File: config.mk
export PLATFORM = sky130hd
export DESIGN_NAME = vend_sequencer_flat
export DESIGN_NICKNAME = d
export VERILOG_FILES = /design/src/rtl/vend_pkg.sv /design/src/rtl/vend_if.sv /design/src/rtl/vend_edge_det.sv /design/src/rtl/vend_sequencer.sv /design/src/flat_wrapper.sv
export SDC_FILE = /design/constraint.sdc
export NUM_CORES = 1
export LEC_CHECK = 0
export BUFFER_PORTS_ARGS = -buffer_cell sky130_fd_sc_hd__buf_2
export CORE_ASPECT_RATIO = 0.9
export CORE_MARGIN = 1.5
export CORE_UTILIZATION = 35
export CTS_CLUSTER_SIZE = 16
export DETAILED_ROUTE_END_ITERATION = 12
export SYNTH_ARGS = -nofsm -noshare
export SYNTH_HDL_FRONTEND = slang
export SYNTH_SLANG_ARGS = --single-unit
export TNS_END_PERCENT = 50
File: constraint.sdc
create_clock -name clk -period 9.7 [get_ports clk]
set_clock_uncertainty 0.1 [all_clocks]
set_input_delay 2.425 -clock clk [delete_from_list [all_inputs] [get_ports clk]]
set_output_delay 2.425 -clock clk [all_outputs]
set_load 0.05 [all_outputs]
File: src/rtl/vend_pkg.sv
// Shared types and constants for the vending sequencer.
package vend_pkg;

    typedef enum logic [1:0] {
        ST_IDLE   = 2'd0,
        ST_DROP   = 2'd1,
        ST_CHANGE = 2'd2
    } vend_state_e;

    localparam logic [7:0] COIN_5  = 8'd5;
    localparam logic [7:0] COIN_10 = 8'd10;
    localparam logic [7:0] COIN_50 = 8'd50;

    localparam int unsigned DEF_PRICE_TEA    = 10;
    localparam int unsigned DEF_PRICE_COKE   = 15;
    localparam int unsigned DEF_PRICE_SPRITE = 20;
    localparam logic [7:0]  DEF_MAX_CREDIT   = 8'd250;

    // Largest hopper coin that fits in the given credit, zero if none fits.
    function automatic logic [7:0] change_coin(input logic [7:0] credit);
        if (credit >= COIN_50)      return COIN_50;
        else if (credit >= COIN_10) return COIN_10;
        else if (credit >= COIN_5)  return COIN_5;
        else                        return 8'd0;
    endfunction

endpackage

File: src/rtl/vend_if.sv
// Front-panel / hopper / display bundle of the vending sequencer.
interface vend_if;
    logic       money_5, money_10, money_50;
    logic       tea, coke, sprite, cancel;
    logic       hopper_ready;
    logic [7:0] credit;
    logic       drop_tea, drop_coke, drop_sprite;
    logic       coin_out_5, coin_out_10, coin_out_50;
    logic       coin_reject, deny;
    logic [1:0] state;

    modport master (
        output money_5, money_10, money_50, tea, coke, sprite, cancel, hopper_ready,
        input  credit, drop_tea, drop_coke, drop_sprite,
               coin_out_5, coin_out_10, coin_out_50, coin_reject, deny, state
    );

    modport slave (
        input  money_5, money_10, money_50, tea, coke, sprite, cancel, hopper_ready,
        output credit, drop_tea, drop_coke, drop_sprite,
               coin_out_5, coin_out_10, coin_out_50, coin_reject, deny, state
    );
endinterface

File: src/rtl/vend_edge_det.sv
// Registered falling-edge detector for active-low strobes; history resets to
// "pressed" so a button held through reset produces no event.
module vend_edge_det #(
    parameter int WIDTH = 7
) (
    input  logic             clk,
    input  logic             rst_n,
    input  logic [WIDTH-1:0] in_n_i,
    output logic [WIDTH-1:0] evt_o
);
    logic [WIDTH-1:0] hist_q;
    logic [WIDTH-1:0] evt_q;

    always_ff @(posedge clk or negedge rst_n) begin
        if (!rst_n) begin
            hist_q <= '0;
            evt_q  <= '0;
        end else begin
            hist_q <= in_n_i;
            evt_q  <= hist_q & ~in_n_i;
        end
    end

    assign evt_o = evt_q;
endmodule

File: src/rtl/vend_sequencer.sv
// Vending transaction sequencer: credit accumulate, drop, change payout.
// Build option VEND_KEEP_CREDIT_EN: keep leftover credit after a drop.
//
// state  | meaning
// IDLE   | accept coins and selections
// DROP   | one-cycle drop pulse of the selected drink
// CHANGE | pay credit out through the hopper, largest coin first
module vend_sequencer
    import vend_pkg::*;
#(
    parameter int unsigned PRICE_TEA    = DEF_PRICE_TEA,
    parameter int unsigned PRICE_COKE   = DEF_PRICE_COKE,
    parameter int unsigned PRICE_SPRITE = DEF_PRICE_SPRITE,
    parameter logic [7:0]  MAX_CREDIT   = DEF_MAX_CREDIT
) (
    input logic   clk,
    input logic   rst_n,
    vend_if.slave vend
);
    localparam logic [1:0] S_IDLE   = ST_IDLE;
    localparam logic [1:0] S_DROP   = ST_DROP;
    localparam logic [1:0] S_CHANGE = ST_CHANGE;

    localparam logic [7:0] P_TEA    = 8'(PRICE_TEA);
    localparam logic [7:0] P_COKE   = 8'(PRICE_COKE);
    localparam logic [7:0] P_SPRITE = 8'(PRICE_SPRITE);

    logic [6:0] raw_n, evt;
    logic [1:0] state_q, state_d;
    logic [7:0] credit_q, credit_d, credit_c;
    logic [7:0] coin_val, change_val;
    logic [8:0] sum;
    logic       multi_coin;
    logic       drop_tea_q, drop_tea_d, drop_coke_q, drop_coke_d, drop_sprite_q, drop_sprite_d;
    logic       reject_q, reject_d, deny_q, deny_d;

    assign raw_n = {vend.cancel, vend.tea, vend.coke, vend.sprite,
                    vend.money_50, vend.money_10, vend.money_5};

    vend_edge_det #(.WIDTH(7)) u_edge (
        .clk    (clk),
        .rst_n  (rst_n),
        .in_n_i (raw_n),
        .evt_o  (evt)
    );

    always_comb begin
        state_d       = state_q;
        credit_d      = credit_q;
        credit_c      = credit_q;
        drop_tea_d    = 1'b0;
        drop_coke_d   = 1'b0;
        drop_sprite_d = 1'b0;
        reject_d      = 1'b0;
        deny_d        = 1'b0;
        coin_val      = evt[2] ? COIN_50 : evt[1] ? COIN_10 : evt[0] ? COIN_5 : 8'd0;
        multi_coin    = (evt[2] && (evt[1] || evt[0])) || (evt[1] && evt[0]);
        sum           = {1'b0, credit_q} + {1'b0, coin_val};
        change_val    = change_coin(credit_q);

        case (state_q)
            S_IDLE: begin
                // Coin is booked first so a same-cycle selection sees it.
                if (|evt[2:0]) begin
                    if (sum > {1'b0, MAX_CREDIT}) reject_d = 1'b1;
                    else                          credit_c = sum[7:0];
                    if (multi_coin) reject_d = 1'b1;
                end
                if (evt[6]) begin
                    if (credit_c != 8'd0) state_d = S_CHANGE;
                end else if (evt[5]) begin
                    if (credit_c >= P_TEA) begin
                        credit_c   = credit_c - P_TEA;
                        drop_tea_d = 1'b1;
                        state_d    = S_DROP;
                    end else deny_d = 1'b1;
                end else if (evt[4]) begin
                    if (credit_c >= P_COKE) begin
                        credit_c    = credit_c - P_COKE;
                        drop_coke_d = 1'b1;
                        state_d     = S_DROP;
                    end else deny_d = 1'b1;
                end else if (evt[3]) begin
                    if (credit_c >= P_SPRITE) begin
                        credit_c      = credit_c - P_SPRITE;
                        drop_sprite_d = 1'b1;
                        state_d       = S_DROP;
                    end else deny_d = 1'b1;
                end
                credit_d = credit_c;
            end
            S_DROP: begin
                reject_d = |evt[2:0];
`ifdef VEND_KEEP_CREDIT_EN
                state_d = S_IDLE;
`else
                state_d = (credit_q != 8'd0) ? S_CHANGE : S_IDLE;
`endif
            end
            S_CHANGE: begin
                reject_d = |evt[2:0];
                if (vend.hopper_ready && change_val != 8'd0) credit_d = credit_q - change_val;
                if (credit_d == 8'd0) state_d = S_IDLE;
            end
            default: state_d = S_IDLE;
        endcase
    end

    always_ff @(posedge clk or negedge rst_n) begin
        if (!rst_n) begin
            state_q       <= S_IDLE;
            credit_q      <= 8'd0;
            drop_tea_q    <= 1'b0;
            drop_coke_q   <= 1'b0;
            drop_sprite_q <= 1'b0;
            reject_q      <= 1'b0;
            deny_q        <= 1'b0;
        end else begin
            state_q       <= state_d;
            credit_q      <= credit_d;
            drop_tea_q    <= drop_tea_d;
            drop_coke_q   <= drop_coke_d;
            drop_sprite_q <= drop_sprite_d;
            reject_q      <= reject_d;
            deny_q        <= deny_d;
        end
    end

    assign vend.credit      = credit_q;
    assign vend.state       = state_q;
    assign vend.drop_tea    = drop_tea_q;
    assign vend.drop_coke   = drop_coke_q;
    assign vend.drop_sprite = drop_sprite_q;
    assign vend.coin_reject = reject_q;
    assign vend.deny        = deny_q;
    assign vend.coin_out_5  = (state_q == S_CHANGE) && (change_val == COIN_5);
    assign vend.coin_out_10 = (state_q == S_CHANGE) && (change_val == COIN_10);
    assign vend.coin_out_50 = (state_q == S_CHANGE) && (change_val == COIN_50);
endmodule

File: src/flat_wrapper.sv
// flat-port wrapper written by rule: the top's interface ports become plain ports
module vend_sequencer_flat import vend_pkg::*;
#(
    parameter int unsigned PRICE_TEA    = DEF_PRICE_TEA,
    parameter int unsigned PRICE_COKE   = DEF_PRICE_COKE,
    parameter int unsigned PRICE_SPRITE = DEF_PRICE_SPRITE,
    parameter logic [7:0]  MAX_CREDIT   = DEF_MAX_CREDIT
)
  (clk, rst_n, vend_money_5, vend_money_10, vend_money_50, vend_tea, vend_coke, vend_sprite, vend_cancel, vend_hopper_ready, vend_credit, vend_drop_tea, vend_drop_coke, vend_drop_sprite, vend_coin_out_5, vend_coin_out_10, vend_coin_out_50, vend_coin_reject, vend_deny, vend_state);
  vend_if vend_i ();
  input logic clk;
  input logic rst_n;
  input wire logic [$bits(vend_i.money_5)-1:0] vend_money_5;
  input wire logic [$bits(vend_i.money_10)-1:0] vend_money_10;
  input wire logic [$bits(vend_i.money_50)-1:0] vend_money_50;
  input wire logic [$bits(vend_i.tea)-1:0] vend_tea;
  input wire logic [$bits(vend_i.coke)-1:0] vend_coke;
  input wire logic [$bits(vend_i.sprite)-1:0] vend_sprite;
  input wire logic [$bits(vend_i.cancel)-1:0] vend_cancel;
  input wire logic [$bits(vend_i.hopper_ready)-1:0] vend_hopper_ready;
  output wire logic [$bits(vend_i.credit)-1:0] vend_credit;
  output wire logic [$bits(vend_i.drop_tea)-1:0] vend_drop_tea;
  output wire logic [$bits(vend_i.drop_coke)-1:0] vend_drop_coke;
  output wire logic [$bits(vend_i.drop_sprite)-1:0] vend_drop_sprite;
  output wire logic [$bits(vend_i.coin_out_5)-1:0] vend_coin_out_5;
  output wire logic [$bits(vend_i.coin_out_10)-1:0] vend_coin_out_10;
  output wire logic [$bits(vend_i.coin_out_50)-1:0] vend_coin_out_50;
  output wire logic [$bits(vend_i.coin_reject)-1:0] vend_coin_reject;
  output wire logic [$bits(vend_i.deny)-1:0] vend_deny;
  output wire logic [$bits(vend_i.state)-1:0] vend_state;
  assign vend_i.money_5 = vend_money_5;
  assign vend_i.money_10 = vend_money_10;
  assign vend_i.money_50 = vend_money_50;
  assign vend_i.tea = vend_tea;
  assign vend_i.coke = vend_coke;
  assign vend_i.sprite = vend_sprite;
  assign vend_i.cancel = vend_cancel;
  assign vend_i.hopper_ready = vend_hopper_ready;
  assign vend_credit = vend_i.credit;
  assign vend_drop_tea = vend_i.drop_tea;
  assign vend_drop_coke = vend_i.drop_coke;
  assign vend_drop_sprite = vend_i.drop_sprite;
  assign vend_coin_out_5 = vend_i.coin_out_5;
  assign vend_coin_out_10 = vend_i.coin_out_10;
  assign vend_coin_out_50 = vend_i.coin_out_50;
  assign vend_coin_reject = vend_i.coin_reject;
  assign vend_deny = vend_i.deny;
  assign vend_state = vend_i.state;
  vend_sequencer #(.PRICE_TEA(PRICE_TEA), .PRICE_COKE(PRICE_COKE), .PRICE_SPRITE(PRICE_SPRITE), .MAX_CREDIT(MAX_CREDIT)) u_core (.clk(clk), .rst_n(rst_n), .vend(vend_i));
endmodule
==> metrics.txt <==
NetSw 689.4 uW; fin crit share 54.04%; most common cell after layout, fill and taps aside sky130_fd_sc_hd__dfrtp_1; worst reg2reg path depth 18; count of routing violations after the opening detailed-route iteration 211; worst-case register-to-register setup slack 4.46 ns; Peak Freq 0.1908 GHz; post-synthesis net count 386; Lkg Pwr 1.398 nW; power per standard cell area 377.1 nW/um^2; via total after detailed routing 2824; total die area 8964 sq um; number of buffers added on ports 27; vias in the first global route 2705; biggest cell delay along the critical path 0.53 ns; initial cell density of the core 36.29%; clock tree from TritonCTS yes; share of the core filled with cells in the final layout 40.15%; ratio of cells with drive above 1 in the final layout 17.15%; CP cell instances or2_2, inv_1, and2_1, ha_1, inv_1, fa_1, xnor2_1, o21ai_0, nor4b_2, a31oi_4, mux2_2, inv_1, ha_1, nand4_1, o221ai_1, a22oi_1, mux2i_1, o32a_1; global route total overflow 0; initial antenna violation count 0; hold-fix buffers at CTS 0; Ant. Diodes 0; level count of the clock H-tree 2; Yosys warnings 0; setup TNS after final layout 0 ns; IR Drop Worst-Case VDD 158.6 uV; cell area after synthesis 2942 sq um; die outline width 99.64 um; most used flip-flop cell after synthesis sky130_fd_sc_hd__dfrtp_1; Mapped Cells 356; DPL Wire Length 6493 um; number of synthesized flops with an enable pin 0; Slew headroom 45.81%; cell count of the worst hold path 1; overall routing resource usage 19.69%; total setup violations reported at the end of the flow 0; clock insertion delay at the later pin of the skew report 0.28 ns; result of the run complete, no violations; max-slew violation count 0; number of placement rows 31; portion of total power attributed to sequential cells 18.3%; net switching fraction of the power 56.17%; Area Growth Syn to Fin 10.63%; kind of cell adding the most delay to the critical path compound AO/OA/AOI/OAI gates; Synth top area share 24.67%; number of search-and-repair iterations in the first detailed-routing pass 5; IO Pins 28; fraction of registers with async set/reset 100.0%; clock-pin slew on the worst setup and hold paths 0.06 ns; Routed wire per std cell 17.94 um; first-pass GRT wire length 14060 um; share of cell area taken by muxes after synthesis 4.636%; Power, Total 1.227 mW; unrepaired setup endpoints after global routing no; kind of path behind the tightest hold check register to register; flip-flop and latch count after synthesis 29; number of gates given a new drive strength after cts 0; global placer's final weighted congestion 0.9597; area of the core region 8107 sq um; die extent in y 89.97 um; DRC violation count after routing 0; count of maximum capacitance violations 0; complex-gate fraction of the synthesized area 26.84%; post-synthesis share of cell area spent on and, or, nand and nor gates 25.69%; clk root buf sky130_fd_sc_hd__clkbuf_8; Adder-Cell Fraction of Synth Area 9.017%; portion of the post-synthesis area used by sequential elements 24.67%; arrival time at the worst endpoint 5.31 ns; number of buffers between clock root and the deepest sink 2; slowest stage cell on the critical path sky130_fd_sc_hd__o221ai_1; final period demand of the worst path 5.242 ns; critical path's most frequent cell sky130_fd_sc_hd__inv_1; dominant combinational cell family by area after synthesis compound AO/OA/AOI/OAI gates; top cells by area in the synthesized netlist sky130_fd_sc_hd__dfrtp_1 (25%), sky130_fd_sc_hd__ha_1 (7.7%), sky130_fd_sc_hd__o21ai_0 (4.3%); largest net degree at the start of global routing 30; Critical Path Start Type register; WL final 8574 um; number of nets at the end of the flow 408; Fillers 817; clock power share 8.9%; CP Max Fanout 18; transition time at the pin with the least slew margin 0.8067 ns; commonest cells after routing, fill and taps aside sky130_fd_sc_hd__dfrtp_1 (29), sky130_fd_sc_hd__nor2_1 (27), sky130_fd_sc_hd__buf_2 (27), sky130_fd_sc_hd__o21ai_0 (25), sky130_fd_sc_hd__inv_1 (24); number of buffers created by CTS 5; Avg Synthesized Cell Area 8.263 sq um; cell-internal power 537.9 uW; clock sinks 29; startpoint-to-endpoint class of the critical path register to register; combined buffer and inverter count along the critical path 3; number of hold violations in the final report 0; number of cells on the critical path 18; per-cell via count in the routed design 5.908; synthesized-area fraction occupied by xor and xnor cells 4.466%; Required @ worst endpoint 9.77 ns; Yosys cell types 76; power share of the combinational group 72.7%; antenna-violating nets left 0; kind of end point of the critical path register; post-CTS setup buffers 0; most area-hungry cell type in the Yosys netlist sky130_fd_sc_hd__dfrtp_1
## layout make-up
class / count / area (sq um) / share of cell area [%]
sequential: 29 / 725.7 / 22.30
inverter: 24 / 90.09 / 2.768
clock buffer: 7 / 96.34 / 2.960
tap: 99 / 123.9 / 3.806
multi-input combinational: 291 / 2078 / 63.86
clock inverter: 1 / 5.005 / 0.1538
timing repair buffer: 27 / 135.1 / 4.152
## stage by stage
step / worst slack, ns / instance area (sq um) / instances / hold WS, ns
finish: 4.458 / 3254 / 478 / 0.3619
global placement: 4.767 / 3153 / 470 / 0.3469
detailed placement: 4.544 / 3153 / 470 / 0.3507
global route: 4.057 / 3254 / 478 / 0.3954
CTS: 4.533 / 3254 / 478 / 0.3657
floorplan: 5.104 / 2942 / 356 / 0.3385
## metal layers
| metal | up-vias | share of wire [%] | global-route usage, % |
|---|---|---|---|
| met5 | - | 0 | 0 |
| met4 | 0 | 2.3 | 6.573 |
| met1 | 1350 | 48 | 28.52 |
| met2 | 100 | 44 | 30.14 |
| met3 | 17 | 5.2 | 2.644 |
| li1 | 1357 | - | - |
## path summary, 6_finish.rpt
| check | from | endpoint |
|---|---|---|
| setup / recovery | u_core.u_edge.evt_o[2] | u_core.vend.credit[3] |
| hold / removal | u_core.u_edge.hist_q[4] | u_core.u_edge.evt_o[4] |
| setup reg to reg | u_core.u_edge.evt_o[2] | u_core.vend.credit[3] |
| hold reg to reg | u_core.u_edge.hist_q[4] | u_core.u_edge.evt_o[4] |
| max in group asynchronous | rst_n | u_core.u_edge.evt_o[0] |
| min in group asynchronous | rst_n | u_core.vend.coin_reject |
## registers in the layout, summed over array words and instances, names as in the netlist
signal	flops
u_core.vend.deny	1
u_core.vend.state	2
u_core.u_edge.evt_o	7
u_core.u_edge.hist_q	7
u_core.vend.coin_reject	1
u_core.vend.drop_tea	1
u_core.vend.drop_coke	1
u_core.vend.drop_sprite	1
u_core.vend.credit	8
## kinds of logic after synthesis
kind of cell	after synthesis
mux	13
buf+inv	36
simple gates	135
xor+xnor	12
fa+ha+maj	20
flops	29
compound gates	111
## synthesized netlist by cell type (3+ instances only)
cell type and count:
sky130_fd_sc_hd__or3_1 5, sky130_fd_sc_hd__o31ai_1 3, sky130_fd_sc_hd__a221oi_1 3, sky130_fd_sc_hd__and2_1 4, sky130_fd_sc_hd__nand3_1 8, sky130_fd_sc_hd__a21o_1 4, sky130_fd_sc_hd__nor2_1 27, sky130_fd_sc_hd__xnor2_1 8
sky130_fd_sc_hd__clkbuf_1 9, sky130_fd_sc_hd__o21ai_0 25, sky130_fd_sc_hd__a21oi_1 23, sky130_fd_sc_hd__ha_1 18, sky130_fd_sc_hd__or2_2 5, sky130_fd_sc_hd__a211oi_1 3, sky130_fd_sc_hd__nor4_1 3, sky130_fd_sc_hd__o22ai_1 5
sky130_fd_sc_hd__nor3b_1 3, sky130_fd_sc_hd__and3_1 5, sky130_fd_sc_hd__nand4_1 5, sky130_fd_sc_hd__dfrtp_1 29, sky130_fd_sc_hd__nor3_1 9, sky130_fd_sc_hd__nor2b_1 16, sky130_fd_sc_hd__mux2i_1 8, sky130_fd_sc_hd__mux2_2 5
sky130_fd_sc_hd__nand2b_1 10, sky130_fd_sc_hd__a31oi_1 3, sky130_fd_sc_hd__inv_1 24, sky130_fd_sc_hd__nand2_1 21, sky130_fd_sc_hd__o31a_1 4
## power groups by stage
stage          combinational [mW]  clock [mW]  sequential, mW
2_1_floorplan               0.622           0           0.262
3_3_place_gp                0.872           0           0.227
3_5_place_dp                0.873           0           0.230
4_1_cts                     0.878       0.113           0.227
5_1_grt                     0.970       0.117           0.233
6_report                    0.893       0.109           0.225
(Power assumes the default switching activity.)
